File: src/rtl/pipe_pkg.sv
// Shared types for the pipeline stage register: stage state encoding,
// occupancy width and the state-to-occupancy mapping.
package pipe_pkg;

  localparam int unsigned OCC_W = 2;

  typedef enum logic [1:0] {
    ST_EMPTY,
    ST_FULL,
    ST_SKIDDED
  } state_e;

  function automatic logic [OCC_W-1:0] occ_of(input state_e st);
    case (st)
      ST_FULL:    occ_of = OCC_W'(1);
      ST_SKIDDED: occ_of = OCC_W'(2);
      default:    occ_of = '0;
    endcase
  endfunction

endpackage

File: src/rtl/pipe_stage_slot.sv
// One holding entry of the stage: a valid bit plus payload, with load,
// clear and optional zero-on-empty payload.
module pipe_stage_slot #(
  parameter int unsigned WIDTH           = 128,
  parameter int unsigned CLEAR_ON_BUBBLE = 1
) (
  input  logic             clk_i,
  input  logic             rst_i,
  input  logic             clear_i,
  input  logic             load_i,
  input  logic [WIDTH-1:0] data_i,
  output logic             valid_o,
  output logic [WIDTH-1:0] data_o
);

  logic             valid_q, valid_d;
  logic [WIDTH-1:0] data_q, data_d;

  // clear wins over load so a flush discards a beat arriving the same cycle
  always_comb begin
    valid_d = valid_q;
    data_d  = data_q;
    if (clear_i) begin
      valid_d = 1'b0;
      if (CLEAR_ON_BUBBLE != 0) data_d = '0;
    end else if (load_i) begin
      valid_d = 1'b1;
      data_d  = data_i;
    end
  end

  always_ff @(posedge clk_i) begin
    if (rst_i) begin
      valid_q <= 1'b0;
      data_q  <= '0;
    end else begin
      valid_q <= valid_d;
      data_q  <= data_d;
    end
  end

  assign valid_o = valid_q;
  assign data_o  = data_q;

endmodule

File: src/rtl/pipe_stage_reg.sv
// Valid/ready pipeline stage register: optional 2-entry skid buffer with a
// registered in_ready, or a single register with a combinational ready path.
module pipe_stage_reg
  import pipe_pkg::*;
#(
  parameter int unsigned WIDTH           = 128,
  parameter int unsigned SKID            = 1,
  parameter int unsigned CLEAR_ON_BUBBLE = 1
) (
  input  logic             clk,
  input  logic             rst,
  input  logic             flush,
  input  logic             in_valid,
  output logic             in_ready,
  input  logic [WIDTH-1:0] in_data,
  output logic             out_valid,
  input  logic             out_ready,
  output logic [WIDTH-1:0] out_data,
  output logic [OCC_W-1:0] occupancy
);

  state_e           state_q, state_d;
  logic [OCC_W-1:0] occ_q;
  logic             in_xfer, out_xfer;
  logic             main_load, main_clear, skid_load, skid_clear;
  logic [WIDTH-1:0] main_data_d, skid_data;

  assign in_xfer  = in_valid & in_ready;
  assign out_xfer = out_valid & out_ready;

  always_comb begin
    state_d     = state_q;
    main_load   = 1'b0;
    main_clear  = 1'b0;
    skid_load   = 1'b0;
    skid_clear  = 1'b0;
    main_data_d = in_data;
    if (flush) begin
      state_d    = ST_EMPTY;
      main_clear = 1'b1;
      skid_clear = 1'b1;
    end else begin
      case (state_q)
        ST_EMPTY: begin
          if (in_xfer) begin
            state_d   = ST_FULL;
            main_load = 1'b1;
          end
        end
        ST_FULL: begin
          if (in_xfer && out_xfer) begin
            main_load = 1'b1;
          end else if (out_xfer) begin
            state_d    = ST_EMPTY;
            main_clear = 1'b1;
          end else if (in_xfer && SKID != 0) begin
            state_d   = ST_SKIDDED;
            skid_load = 1'b1;
          end
        end
        ST_SKIDDED: begin
          // in_ready is low here, so only the skid beat can advance
          main_data_d = skid_data;
          if (out_xfer) begin
            state_d    = ST_FULL;
            main_load  = 1'b1;
            skid_clear = 1'b1;
          end
        end
        default: state_d = ST_EMPTY;
      endcase
    end
  end

  always_ff @(posedge clk) begin
    if (rst) begin
      state_q <= ST_EMPTY;
      occ_q   <= '0;
    end else begin
      state_q <= state_d;
      occ_q   <= occ_of(state_d);
    end
  end

  pipe_stage_slot #(
    .WIDTH          (WIDTH),
    .CLEAR_ON_BUBBLE(CLEAR_ON_BUBBLE)
  ) u_main (
    .clk_i  (clk),
    .rst_i  (rst),
    .clear_i(main_clear),
    .load_i (main_load),
    .data_i (main_data_d),
    .valid_o(out_valid),
    .data_o (out_data)
  );

  generate
    if (SKID != 0) begin : g_skid
      logic in_ready_q;
      logic skid_valid;

      pipe_stage_slot #(
        .WIDTH          (WIDTH),
        .CLEAR_ON_BUBBLE(CLEAR_ON_BUBBLE)
      ) u_skid (
        .clk_i  (clk),
        .rst_i  (rst),
        .clear_i(skid_clear),
        .load_i (skid_load),
        .data_i (in_data),
        .valid_o(skid_valid),
        .data_o (skid_data)
      );

      always_ff @(posedge clk) begin
        if (rst) in_ready_q <= 1'b1;
        else     in_ready_q <= (state_d != ST_SKIDDED);
      end

      assign in_ready = in_ready_q;
    end else begin : g_noskid
      assign skid_data = '0;
      assign in_ready  = out_ready | ~out_valid;
    end
  endgenerate

  assign occupancy = occ_q;

endmodule

File: config.mk
export PLATFORM = sky130hd
export DESIGN_NAME = pipe_stage_reg
export DESIGN_NICKNAME = d
export VERILOG_FILES = /design/src/rtl/pipe_pkg.sv /design/src/rtl/pipe_stage_slot.sv /design/src/rtl/pipe_stage_reg.sv
export SDC_FILE = /design/constraint.sdc
export NUM_CORES = 1
export LEC_CHECK = 0
export CORE_MARGIN = 1.5
export CORE_UTILIZATION = 44
export DETAILED_ROUTE_END_ITERATION = 8
export GPL_ROUTABILITY_DRIVEN = 0
export PLACE_DENSITY = 0.84
export REMOVE_ABC_BUFFERS = 1
export SYNTH_ARGS = -nofsm -noshare
export SYNTH_HDL_FRONTEND = slang
export SYNTH_SLANG_ARGS = --single-unit
File: constraint.sdc
create_clock -name clk -period 1.7 [get_ports clk]
set_input_delay 0.425 -clock clk [delete_from_list [all_inputs] [get_ports clk]]
set_output_delay 0.425 -clock clk [all_outputs]
set_load 0.01 [all_outputs]
==> summary by stage, run 1 <==
Global routing
Entering global routing, the biggest net connects 70 pins. The number of antenna violations at the first check in global routing is 1. The overall track demand over capacity in global routing is 23.40%. The total grt overflow is 0. The wire length of the first global-routing pass is 46.23 mm. The via count of the first global-routing pass was 9115.

Placement
The number of buffers added on ports is 264. Detailed placement ended at an HPWL of 18.76 mm. At the placement stage, the worst setup path has a slack of -0.6143 ns.

Once placement completed, the tool counted placed cells totaling 1672.

CTS
In this run, post-CTS hold repair placed 0 buffers. Counting every sink on the clock net gives 262. The maximum clock insertion buffer count is 3.

The clock input transition at the sequential cells of the worst setup and hold paths is 0.06 ns. TritonCTS built the clock tree. In this run the number of H-tree levels came out at 1.

The buffer type at the clock tree root is sky130_fd_sc_hd__clkbuf_16. Counting the buffers created by CTS gives 27. The source-to-sink clock delay at the later pin of the worst-skew pair is 0.52 ns.

Layout
In the final design database the tool counted 1602 nets. The growth of design area from synthesis to finish is 55.92%. For this run, the share of the core covered by cells in the final layout is 70.27%. Fill cells in the final layout number 1604. The final non-filler cell total is 1774. The fraction of layout cells with a size suffix above 1 is 17.41%.

In the final layout, flip-flops and latches occupy 5258 um^2. The multi-input combinational cells in the finished layout cover a total of 4943 um^2.

STA
Of the available clock period, the critical path in the final layout requires 108.0%. The final max-slew violation count is 0. Setup violations remaining at the end of the flow were counted as 176. The normalized max-slew margin is 79.55%. Hold timing on the final database bottoms out at a slack of 0.4510 ns. The final critical-path setup slack is -0.1359 ns. The final critical delay including setup and external delays is 1.836 ns. For the pin with the worst max-slew slack, the measured transition is 0.2982 ns. The total negative slack is -6.625 ns. The timing-limited maximum frequency is 544.7 MHz. The final hold violation count came to 0. The clock tree skew after final layout is 0.007333 ns. Setup repair after global routing could not meet its margin everywhere.

Yosys
The sequential area share after synthesis is 51.25%. After synthesis, the netlist uses 26 different library cells. After technology mapping, the gate count stands at 1155. Averaged over all synthesized cells, the footprint is 8.861 um^2. For this run, the number of Yosys warnings is 0. The register bit total from synthesis is 262. The netlist area before placement is 10230 um^2.

Flow run
The tool flagged a number of max-cap violations equal to 0.

Run status
The run finished, with violations left. The checks that failed: setup timing.

Power
The peak supply drop is 0.0006915 V. For this design the static power due to leakage is 7.168 nW. Dividing total power by cell area gives a power density of 934.4 nW/um^2.

Die
The overall die area is 24180 um^2. The region available for standard cell placement spans 22710 um^2. The floorplan step set the die width to 155.5 um. The number of cell rows is 55. Once the floorplan was initialized, standard cells occupied 45.07% of the core. The die is 155.5 um tall.

The number of placed I/O pins is 265.

Drt
For this run, design rule violations remaining after detail routing come to 0. Once detail routing completed, the nets flagged for antenna violations numbered 0. The first routing iteration left 623 violations.

The total routed wirelength is 35.22 mm. After detailed routing, the number of vias per cell comes to 5.611. The count of TritonRoute iterations in the first routing pass is 5. The total via count after detailed routing is 9954. Dividing the detail-routed wire length by the instance count gives 19.86 um.

Setup path
STA puts the critical path data arrival time at 2.27 ns. The data required time of the critical path is 2.13 ns. The critical path startpoint category is a register. The critical path endpoint category is a register. The maximum fanout along the worst path is 5. The worst setup path is of the reg2reg kind.

Min path
The path class of the tightest hold or removal check is reg2reg.
state kept, by name (all words and copies together) (netlist names):
name,flops
g_skid.u_skid.data_o,128
in_ready,1
occupancy,2
state_q,2
u_main.data_o,128
u_main.valid_o,1
synthesized netlist by cell type (all sizes together):
cell type	n	area share [%]
buf	62	3.3
nand4b	1	0.086
nand4bb	1	0.11
and2	1	0.086
inv	2	0.073
dfxtp	262	51
clkbuf	37	1.4
nor4b	1	0.086
o31ai	1	0.073
a211oi	130	9.6
nor2	129	4.7
o211ai	1	0.12
nand2	261	9.6
or4b	1	0.098
or3b	2	0.17
nand3	2	0.098
nand3b	1	0.20
o21a	2	0.15
mux2i	128	13
a21oi	130	6.4
area by class of cell:
type                            instances  area share, %
Tap cell                              285          2.235
Inverter                                2        0.04704
Antenna cell                            1        0.01568
Clock buffer                           40          5.104
Sequential cell                       262          32.95
Timing Repair Buffer                  384          27.80
Clock inverter                          8         0.8782
Multi-Input combinational cell        792          30.98
cells by family after synthesis:
kind of cell | after synthesis | synth area share [%]
mux | 128 | 12.52
simple gates | 400 | 15.23
flops | 262 | 51.25
buf+inv | 101 | 4.719
compound gates | 264 | 16.28
routing by layer:
layer  wire (um)  global-route usage (%)
met1       14180                   29.73
met2       17010                   39.67
met3        2529                   4.513
met4        1500                   8.209
met5           0                       0
report_power, final:
part / internal [W] / leakage, nW / switching (W) / total, W
Sequential: 0.00631 / 2.13 / 0.000115 / 0.00643
Combinational: 0.00115 / 4.56 / 0.00105 / 0.00219
Clock: 0.00389 / 0.474 / 0.00239 / 0.00629
Total: 0.0114 / 7.17 / 0.00356 / 0.0149
what timing repair did:
item | CTS | global route
endpoints found under the hold margin | 0 | 0
buffers inserted | 7 | 18
gates resized for setup | 161 | 123
setup endpoints to repair | 290 | 198
pin swaps | 16 | 47
cloned | 6 | 23
worst paths after layout:
path	start	endpoint	slack, ns	cells past startpoint
setup / recovery	state_q[1]$_SDFF_PP0_	u_main.data_o[113]$_SDFFE_PP0P_	-0.14	9
hold / removal	g_skid.u_skid.data_o[103]$_SDFFE_PP0P_	g_skid.u_skid.data_o[103]$_SDFFE_PP0P_	0.45	2
setup reg to reg	state_q[1]$_SDFF_PP0_	u_main.data_o[113]$_SDFFE_PP0P_	-0.14	9
hold reg to reg	g_skid.u_skid.data_o[103]$_SDFFE_PP0P_	g_skid.u_skid.data_o[103]$_SDFFE_PP0P_	0.45	2
cells in the final DEF, fill, tap and decap left out, types with 23 or more instances in the layout:
master / netlist / layout
sky130_fd_sc_hd__dfxtp_1: 262 / 258
sky130_fd_sc_hd__a211oi_1: 129 / 69
sky130_fd_sc_hd__nor2_1: 129 / 117
sky130_fd_sc_hd__a211oi_2: 1 / 61
sky130_fd_sc_hd__a21oi_1: 130 / 130
sky130_fd_sc_hd__buf_4: 10 / 32
sky130_fd_sc_hd__mux2i_1: 128 / 124
sky130_fd_sc_hd__nand2_1: 261 / 258
sky130_fd_sc_hd__clkdlybuf4s50_1: 0 / 129
sky130_fd_sc_hd__buf_12: 0 / 23
sky130_fd_sc_hd__dlygate4sd2_1: 0 / 132
sky130_fd_sc_hd__clkbuf_16: 0 / 48
metrics by stage:
step / total power (W) / cell area [um^2]
2_1_floorplan: 0.007343 / 9759
3_3_place_gp: 0.008246 / 13600
3_5_place_dp: 0.008290 / 13600
4_1_cts: 0.01455 / 14760
5_1_grt: 0.01533 / 15960
6_report: 0.01491 / 15960
critical path, stage by stage, from the launching register on:
cell and delay (ns):
sky130_fd_sc_hd__dfxtp_4 0.35, sky130_fd_sc_hd__nand3b_4 0.19, sky130_fd_sc_hd__buf_6 0.15, sky130_fd_sc_hd__o211ai_4 0.18, sky130_fd_sc_hd__buf_6 0.19, sky130_fd_sc_hd__buf_12 0.16, sky130_fd_sc_hd__buf_12 0.12, sky130_fd_sc_hd__buf_8 0.12
sky130_fd_sc_hd__nor2_2 0.05, sky130_fd_sc_hd__a211oi_2 0.22
No activity file was read; power rests on OpenSTA's default activity.
==> run 2, diff against run 1 <==
--- a/config.mk
+++ b/config.mk
@@ -11,6 +11,7 @@
 export GPL_ROUTABILITY_DRIVEN = 0
 export PLACE_DENSITY = 0.84
 export REMOVE_ABC_BUFFERS = 1
+export SKIP_CTS_REPAIR_TIMING = 1
 export SYNTH_ARGS = -nofsm -noshare
 export SYNTH_HDL_FRONTEND = slang
 export SYNTH_SLANG_ARGS = --single-unit
==> summary by stage, run 2 (synthesis results as in run 1) <==
STA
The slew at the pin closest to its max-slew limit is 0.3571 ns (+0.05895 ns). The final critical-path setup slack came to -0.1689 ns (-0.03300 ns). The normalized max-slew margin was 76.19% (-3.4 points).

The final critical delay including setup and external delays is 1.869 ns (+0.03300 ns). The portion of the clock cycle consumed by the worst path in the final layout is 109.9% (+1.9 points). Setup repair after global routing could not meet its margin everywhere. The timing-limited maximum frequency is 535.1 MHz (-1.8%). The final hold slack is 0.4521 ns (+0.001072 ns). The clock tree skew after final layout is 0.007428 ns (+0.00009537 ns). The total setup violations reported at the end of the flow is 255 (+45%). The final max-slew violation count is 0 (unchanged). The final hold violation count is 0 (unchanged).

CTS
The cell sitting at the root of the clock tree is a sky130_fd_sc_hd__clkbuf_16. The total number of clock tree sinks is 262 (unchanged). The clock input transition at the sequential cells of the worst setup and hold paths was 0.06 ns (about the same). The maximum level of the CTS H-tree is 1 (unchanged). TritonCTS built the clock tree. The source-to-sink clock delay at the later pin of the worst-skew pair is 0.53 ns (about the same).

The maximum clock insertion buffer count was 3 (unchanged). The clock buffer count from CTS is 27 (unchanged).

Power
The total power of the final layout is 0.01545 W (+3.6%). The cell leakage power is 9.022 nW (+26%). The power density of the placed cells is 894.7 nW/um^2 (-4.2%). The sequential fraction of design power is 41.8% (-1.3 points). The power share of the clock group is 41.2% (-1.0 points). The fraction of power spent switching nets is 24.91% (+1.0 points). The part of the power in combinational logic came to 17.0% (+2.3 points). The internal power contribution is 0.01160 W (+2.2%). The peak supply drop was 0.0006848 V (-0.97%).

The total net switching power was 0.003849 W (+8.2%).

Setup path
The endpoint identified for the worst register-to-register timing path is u_main.data_o[19]$_SDFFE_PP0P_. The critical path data arrival time is 2.29 ns (+0.02 ns). Grouping stages by cell kind, the critical path spends the most delay in buffers and inverters. The launch point of the worst reg-to-reg path is state_q[1]$_SDFF_PP0_.

The data required time of the critical path is 2.12 ns (about the same). The maximum single-stage delay on the critical path is 0.37 ns (+0.02 ns). STA classifies the critical path startpoint as a register. The sum of buffers and inverters on the critical path is 4 (-1).

The type of the setup path with the least slack is reg2reg. The maximum fanout along the worst path came to 7 (+2). The critical path startpoint is state_q[1]$_SDFF_PP0_.

The number of cells on the worst reg-to-reg path is 8 (-1). The critical path goes through nand3b_4 > buf_6 > o211ai_4 > buf_6 > buf_12 > buf_8 > nor2_2 > a211oi_1. The critical-path cell with the highest stage delay is sky130_fd_sc_hd__dfxtp_4. The critical path endpoint category is a register.

The cell that appears most often on the critical path is sky130_fd_sc_hd__buf_6. The register-to-register path setup slack is -0.17 ns (-0.03 ns).

Layout
Leaving out fill and tap cells, the most frequent cell in the layout is sky130_fd_sc_hd__dfxtp_1. The area used by multi-input combinational logic is 5583 um^2 (+13%). The area used by sequential logic in the layout is 5253 um^2 (about the same). The post-layout net count is 1625 (+1.4%). The share of the core filled with cells is 76.06% (+5.8 points). The post-layout instance area is 17270 um^2 (+8.2%). The library cells used most frequently in the layout, excluding fill and tap cells, are 258 x sky130_fd_sc_hd__dfxtp_1, 242 x sky130_fd_sc_hd__nand2_1, 133 x sky130_fd_sc_hd__dlymetal6s2s_1. The growth of design area from synthesis to finish is 68.75%. The number of inserted filler cells in the final layout is 1309 (-18%). The fraction of layout cells with a size suffix above 1 is 27.53% (+10 points).

Global routing
The overall track demand over capacity in global routing is 22.25% (-1.2 points). The maximum number of pins on one net before global-route repair is 70 (unchanged). The number of antenna violations at the first check in global routing came to 1 (unchanged). The wire length of the first global-routing pass is 44.22 mm (-4.4%). The total grt overflow was 0 (unchanged). The via count of the first global-routing pass came to 8881 (-2.6%).

Drt
The post-detailed-route DRC marker count is 0 (unchanged). The post-detailed-route via-to-cell ratio is 5.804 (+3.4%). The total routed wirelength was 39.26 mm (+11%). The count of TritonRoute iterations in the first routing pass is 6 (+1). The routed wire length per instance is 21.85 um (+10%). The total via count after detailed routing is 10.43k (+4.8%). The number of DRC markers in iteration 0 is 608 (-2.4%). The count of antenna-violating nets left after detailed routing is 0 (unchanged).

Placement
The worst-case setup slack after placement was -0.6143 ns (unchanged). The cell area after placement is 13600 um^2 (unchanged). The HPWL after detailed placement is 18.76 mm (unchanged). The number of buffers added on ports is 264 (unchanged).

Min path
The hold path depth came to 2 (unchanged). The sink of the worst hold path is g_skid.u_skid.data_o[103]$_SDFFE_PP0P_. In this run the most critical hold path is launched from g_skid.u_skid.data_o[103]$_SDFFE_PP0P_. The path class of the tightest hold or removal check is reg2reg.

Die
The number of placed I/O pins came to 265 (unchanged). The die span in y was 155.5 um (unchanged). The standard cell core area is 22710 um^2 (unchanged). The overall die area is 24180 um^2 (unchanged). The number of cell rows was 55 (unchanged).

The chip width is 155.5 um (unchanged). The starting density of the core is 45.07% (unchanged).

Run status
The final reports fail on setup timing. The flow ran to the end, but the final reports show violations.

Flow run
The count of max-cap constraint violations is 0 (unchanged).
==> run 2: worst max-delay path by stage <==
stage	to	slack, ns	depth (start not counted)
after floorplan	g_skid.u_skid.data_o[0]$_SDFFE_PP0P_	-8.88	4
after global placement	g_skid.u_skid.data_o[103]$_SDFFE_PP0P_	-0.54	7
after detailed placement	u_main.data_o[1]$_SDFFE_PP0P_	-0.61	8
after CTS	in_ready	-0.33	2
after global routing	g_skid.u_skid.data_o[8]$_SDFFE_PP0P_	-0.20	7
final	u_main.data_o[19]$_SDFFE_PP0P_	-0.17	8
==> run 2: area by class of cell <==
cell class / instances / share of cell area (%)
Multi-Input combinational cell: 792 / 32.32
Sequential cell: 262 / 30.41
Timing Repair Buffer: 407 / 29.61
Clock buffer: 40 / 4.716
Tap cell: 285 / 2.065
Clock inverter: 8 / 0.8114
Inverter: 2 / 0.04347
Antenna cell: 1 / 0.01449
==> run 2: through the flow <==
step	instances	setup TNS (ns)
finish	1797	-18.91
global route	1797	-30.69
CTS	1720	-25.35
detailed placement	1672	-136.73
global placement	1672	-129.12
floorplan	1056	-1954.73
==> run 2: power groups by stage <==
stage / Clock (W) / Combinational [W] / Sequential [W]
final: 0.00636 / 0.00263 / 0.00646
after global routing: 0.00662 / 0.00274 / 0.00648
after CTS: 0.00632 / 0.00175 / 0.00643
after detailed placement: 0 / 0.00173 / 0.00656
after global placement: 0 / 0.00169 / 0.00656
after floorplan: 0 / 0.000729 / 0.00661
==> run 2: worst min-delay path: stages, from the launching register on <==
cell and delay [ns]:
sky130_fd_sc_hd__dfxtp_1 0.31, sky130_fd_sc_hd__nand2_1 0.05, sky130_fd_sc_hd__a21oi_1 0.05
==> run 2: routing by layer <==
| layer | track usage, % | vias to the layer above | part of all wire [%] |
|---|---|---|---|
| li1 | - | 4645 | - |
| met1 | 28.38 | 5061 | 39 |
| met2 | 37.01 | 570 | 49 |
| met3 | 4.652 | 154 | 7.9 |
| met4 | 8.435 | 0 | 4.9 |
| met5 | 0 | - | 0 |
